--- config.mk ---
export PLATFORM = sky130hd
export DESIGN_NAME = mem_port_arbiter
export DESIGN_NICKNAME = d
export VERILOG_FILES = /design/src/rtl/mem_port_arbiter.sv
export SDC_FILE = /design/constraint.sdc
export NUM_CORES = 1
export LEC_CHECK = 0
export ABC_AREA = 0
export CAP_MARGIN = 5
export CORE_UTILIZATION = 30
export DETAILED_ROUTE_END_ITERATION = 10
export PLACE_DENSITY = 0.66
export SYNTH_ARGS = -nofsm -noshare
export SYNTH_HDL_FRONTEND = slang
export SYNTH_SLANG_ARGS = --single-unit
--- constraint.sdc ---
create_clock -name clk_i -period 1.58 [get_ports clk_i]
set_input_delay 0.316 -clock clk_i [delete_from_list [all_inputs] [get_ports clk_i]]
set_output_delay 0.316 -clock clk_i [all_outputs]
set_load 0.01 [all_outputs]
--- src/rtl/mem_port_arbiter.sv ---
// Arbitrates one handshake memory port between instruction fetch and the MEM stage.
// Data wins ties; a watchdog forces completion if the memory never acknowledges.
module mem_port_arbiter #(
    parameter int unsigned DATA_WIDTH = 32,
    parameter int unsigned ADDR_WIDTH = 32,
    parameter int unsigned TIMEOUT    = 255
) (
    input  logic                  clk_i,
    input  logic                  rst_i,
    input  logic                  if_req_i,
    input  logic [ADDR_WIDTH-1:0] if_addr_i,
    output logic [DATA_WIDTH-1:0] if_rdata_o,
    output logic                  if_done_o,
    input  logic                  dm_read_i,
    input  logic                  dm_write_i,
    input  logic [ADDR_WIDTH-1:0] dm_addr_i,
    input  logic [DATA_WIDTH-1:0] dm_wdata_i,
    output logic [DATA_WIDTH-1:0] dm_rdata_o,
    output logic                  dm_done_o,
    output logic                  mem_req_o,
    output logic                  mem_we_o,
    output logic [ADDR_WIDTH-1:0] mem_addr_o,
    output logic [DATA_WIDTH-1:0] mem_wdata_o,
    input  logic [DATA_WIDTH-1:0] mem_rdata_i,
    input  logic                  mem_ack_i,
    output logic                  stall_o,
    output logic                  timeout_o
);

    typedef enum logic [1:0] {
        IDLE  = 2'd0,
        DATA  = 2'd1,
        INSTR = 2'd2
    } state_t;

    localparam logic [7:0] TO_LAST = 8'(TIMEOUT - 1);

    state_t     state;
    logic [7:0] wait_cnt;
    logic       dm_pend;
    logic       if_pend;
    logic       finish;

    // A requester that already completed stays quiet until the pipeline advances.
    assign dm_pend = (dm_read_i | dm_write_i) & ~dm_done_o;
    assign if_pend = if_req_i & ~if_done_o;
    assign stall_o = dm_pend | if_pend;
    assign finish  = mem_ack_i | (wait_cnt == TO_LAST);

    always_ff @(posedge clk_i) begin
        if (rst_i) begin
            state       <= IDLE;
            wait_cnt    <= '0;
            dm_done_o   <= 1'b0;
            if_done_o   <= 1'b0;
            timeout_o   <= 1'b0;
            mem_req_o   <= 1'b0;
            mem_we_o    <= 1'b0;
            mem_addr_o  <= '0;
            mem_wdata_o <= '0;
            if_rdata_o  <= '0;
            dm_rdata_o  <= '0;
        end else begin
            // Completion below overrides this clear; both cannot apply in one cycle anyway.
            if (!stall_o) begin
                dm_done_o <= 1'b0;
                if_done_o <= 1'b0;
            end
            case (state)
                IDLE: begin
                    if (dm_pend) begin
                        state       <= DATA;
                        mem_req_o   <= 1'b1;
                        mem_we_o    <= dm_write_i;
                        mem_addr_o  <= dm_addr_i;
                        mem_wdata_o <= dm_wdata_i;
                    end else if (if_pend) begin
                        state      <= INSTR;
                        mem_req_o  <= 1'b1;
                        mem_we_o   <= 1'b0;
                        mem_addr_o <= if_addr_i;
                    end
                end
                DATA, INSTR: begin
                    if (finish) begin
                        state     <= IDLE;
                        mem_req_o <= 1'b0;
                        wait_cnt  <= '0;
                        if (!mem_ack_i) timeout_o <= 1'b1;
                        if (state == DATA) begin
                            dm_done_o <= 1'b1;
                            if (!mem_we_o) dm_rdata_o <= mem_ack_i ? mem_rdata_i : '0;
                        end else begin
                            if_done_o  <= 1'b1;
                            if_rdata_o <= mem_ack_i ? mem_rdata_i : '0;
                        end
                    end else begin
                        wait_cnt <= wait_cnt + 8'd1;
                    end
                end
                default: state <= IDLE;
            endcase
        end
    end

endmodule
==> summary.txt <==
Drt
  – Vias per cell: 4.78
  – First-pass DRT Iterations: 4
  – DRT antenna net count: 0
  – Routed via count: 5179
  – Starting DRT DRC Count: 225
  – Post-route DRC: 0
  – Post-DR wirelength/cell: 16.4 um
  – WL final: 17700 um

Placement
  – Final HPWL DP: 11700 um
  – Port buffer count: 267
  – RD Place Congestion: 0.793

Timing
  – Unrepaired setup endpoints after global routing: yes
  – FMAX: 645 MHz
  – Final Cycle Share: 98.1%
  – Fin. Hold Viols: 0
  – Slew Limit Fails: 0
  – Minimum clock period: 1.55 ns
  – Clock skew: 0.0108 ns
  – Setup violations, final: 0
  – Pin slew with the least headroom to its limit: 0.377 ns
  – Relative slew slack: 74.9%
  – Setup TNS Final: 0 ns

Flow run
  – Max-cap violations: 0

Yosys
  – Async SR Flop Fraction: 0%
  – Mean Syn Cell Area: 9.49 um2
  – FF+latch count, synth: 143
  – Complex-gate fraction of the synthesized area: 22.6%
  – Mapped Area: 5210 um2
  – EDFF count, synth: 0
  – Sequential fraction of the synthesis area: 55.0%
  – XOR/XNOR Fraction of Synth Area: 1.01%
  – Syn_nets: 688
  – Synth Area in Simple Gates: 15.1%
  – Synth Instances: 549
  – Synth Area in Adders: 1.20%
  – Yosys cell types: 43
  – Largest family of logic cells by synthesized area: compound AO/OA/AOI/OAI gates
  – Synth warn: 0
  – Top FF cell, synth: dfxtp_1
  – Multiplexer area fraction after synthesis: 0.192%

Pwr
  – Clock power share: 33.5%
  – Combinational share of power: 27.3%
  – Int Power: 0.00764 W
  – Switching share of power: 29.2%
  – Pwr dens: 1180 nW/um2
  – Leakage: 4.17 nW
  – Net Sw Power: 0.00316 W
  – Seq pwr share: 39.2%
  – Peak VDD IR: 776 uV

Worst setup path
  – Delay-heaviest family, CP: compound AO/OA/AOI/OAI gates
  – Crit end category: register
  – Setup Crit Path Kind: reg -> reg
  – CP max-delay cell: dfxtp_2
  – Crit-path max cell delay: 0.32 ns
  – CP Data Required Time: 1.87 ns
  – Crit-path max FO: 8
  – Worst Path Arrival: 1.84 ns
  – Worst path bufs/invs: 2
  – CP Launch Type: register
  – Crit-path cells: inv_2 > ha_4 > nand3_4 > o21bai_4 > a31oi_4 > clkbuf_16 > a22o_1

CTS
  – Sink Count: 143
  – CTS H-Tree Depth: 4
  – Clock tree buffer depth: 2
  – Hold_buf cts: 0
  – Clk_lat worst skew: 0.41 ns
  – Clock Tree Root: clkbuf_16
  – Clock transition at the registers of the reported paths: 0.06 ns
  – Cts bufs inserted: 17
  – TritonCTS clock tree: yes

Floorplanning
  – Die area: 17900 um2
  – Core area: 16800 um2
  – Die Y: 134 um
  – Initial core utilization: 31.1%
  – Die Span X: 134 um
  – # IOs: 268
  – FP Rows: 47

Finish
  – Core Util, Final: 54.5%
  – Diode count: 0
  – Area delta synth->final: 75.4%
  – Register area: 2870 um2
  – Multi-input logic area: 2200 um2
  – Number of fill cells: 1578
  – NumNets Final: 990
  – Layout cells sized above 1: 13.2%

GRT
  – Antenna violations before repair: 0
  – Total gr overflow: 0
  – Largest net degree at the start of global routing: 55
  – Vias in the first global route: 4975
  – Global-route wire length before repair: 26300 um
  – Gr usage total: 19.0%

Worst hold path
  – Hold WC Path Type: in -> reg

Status
  – Outcome: finished clean
==> cells by family after synthesis <==
| logic type | count (synthesis) |
|---|---|
| AND/OR/NAND/NOR | 196 |
| AO/OA/AOI/OAI | 148 |
| flip-flops | 143 |
| buffers and inverters | 50 |
| XOR/XNOR | 6 |
| adder cells (fa/ha/maj) | 5 |
| multiplexers | 1 |
==> tightest hold or removal path, stage by stage <==
cell and delay, ns:
buf_2 0.26, or4_1 0.17, o31ai_1 0.05
==> power groups by stage <==
| stage | clock, W | combinational, W | sequential, W |
|---|---|---|---|
| 6_report | 0.00361 | 0.00295 | 0.00424 |
| 5_1_grt | 0.00385 | 0.00319 | 0.00429 |
| 4_1_cts | 0.00370 | 0.00285 | 0.00423 |
| 3_5_place_dp | 0 | 0.00291 | 0.00433 |
| 3_3_place_gp | 0 | 0.00290 | 0.00432 |
| 2_1_floorplan | 0 | 0.00107 | 0.00451 |
==> area by class of cell <==
cell class | count | share of cell area, %
Timing Repair Buffer | 327 | 35.4
Sequential cell | 143 | 31.4
Multi-Input combinational cell | 356 | 24.0
Clock buffer | 20 | 4.89
Tap cell | 220 | 3.01
Clock inverter | 12 | 0.972
Inverter | 6 | 0.274
==> synthesized netlist by cell type, types with 2 or more instances <==
cell | n | area, um2
inv_1 | 5 | 18.8
nand2b_1 | 2 | 12.5
buf_2 | 20 | 100
a31oi_1 | 2 | 12.5
a22o_1 | 64 | 561
a22oi_1 | 3 | 22.5
a311oi_1 | 32 | 280
nor2b_1 | 2 | 12.5
a21oi_1 | 33 | 165
clkbuf_1 | 15 | 56.3
dfxtp_1 | 143 | 2860
nand4_1 | 2 | 12.5
buf_1 | 3 | 11.3
nand2_1 | 132 | 495
xnor2_1 | 3 | 26.3
nor2_1 | 49 | 184
nand3_1 | 3 | 15.0
buf_6 | 5 | 56.3
xor2_1 | 3 | 26.3
ha_1 | 5 | 62.6
==> sequential cells by signal, summed over array words and instances (netlist names) <==
| register | flops |
|---|---|
| dm_done_o | 1 |
| dm_rdata_o | 32 |
| if_done_o | 1 |
| if_rdata_o | 32 |
| mem_addr_o | 32 |
| mem_req_o | 1 |
| mem_wdata_o | 32 |
| mem_we_o | 1 |
| state | 2 |
| timeout_o | 1 |
| wait_cnt | 8 |
==> timing repair <==
action / in CTS / in global routing
setup buffers: 4 / 5
gates resized for setup: 145 / 18
pin swaps: 2 / 54
setup endpoints to repair: 156 / 105
gates cloned: 4 / 5
==> metrics by stage <==
stage	hold WS, ns	instances	power (W)	worst slack (ns)	cell area [um2]
2_1_floorplan	0.441	549	0.00557	0.00612	5230
3_3_place_gp	0.441	1034	0.00722	-0.432	8400
3_5_place_dp	0.446	1034	0.00723	-0.488	8400
4_1_cts	0.427	1074	0.0108	-0.107	8940
5_1_grt	0.435	1084	0.0113	-0.0421	9140
6_report	0.432	1084	0.0108	0.0299	9140
==> metal layers <==
metal	vias up	global-route usage, %	share of wire [%]	wire [um]
met1	2369	23.1	41	7290
li1	2545	-	-	-
met2	249	30.1	48	8470
met5	-	0	0	0
met4	0	7.51	1.6	284
met3	16	7.31	9.5	1690
==> worst paths after layout <==
kind	from	to	slack [ns]	depth (start not counted)
worst max-delay path	wait_cnt[0]$_SDFFE_PP0N_	dm_rdata_o[18]$_SDFFE_PP0P_	0.03	7
worst min-delay path	rst_i	state[1]$_SDFFE_PP0P_	0.43	3
worst max register to register	wait_cnt[0]$_SDFFE_PP0N_	dm_rdata_o[18]$_SDFFE_PP0P_	0.03	7
worst min register to register	mem_wdata_o[17]$_SDFFE_PP0P_	mem_wdata_o[17]$_SDFFE_PP0P_	0.45	2
==> layout by cell type (no fill, tap or decap), drive strengths merged, types with 24 or more instances in the layout <==
cell type / count
a21oi: 34
a22o: 64
a311oi: 32
buf: 58
clkbuf: 24
clkdlybuf4s50: 131
dfxtp: 143
dlygate4sd2: 134
nand2: 132
nor2: 49
No activity file was read; power rests on OpenSTA's default activity.
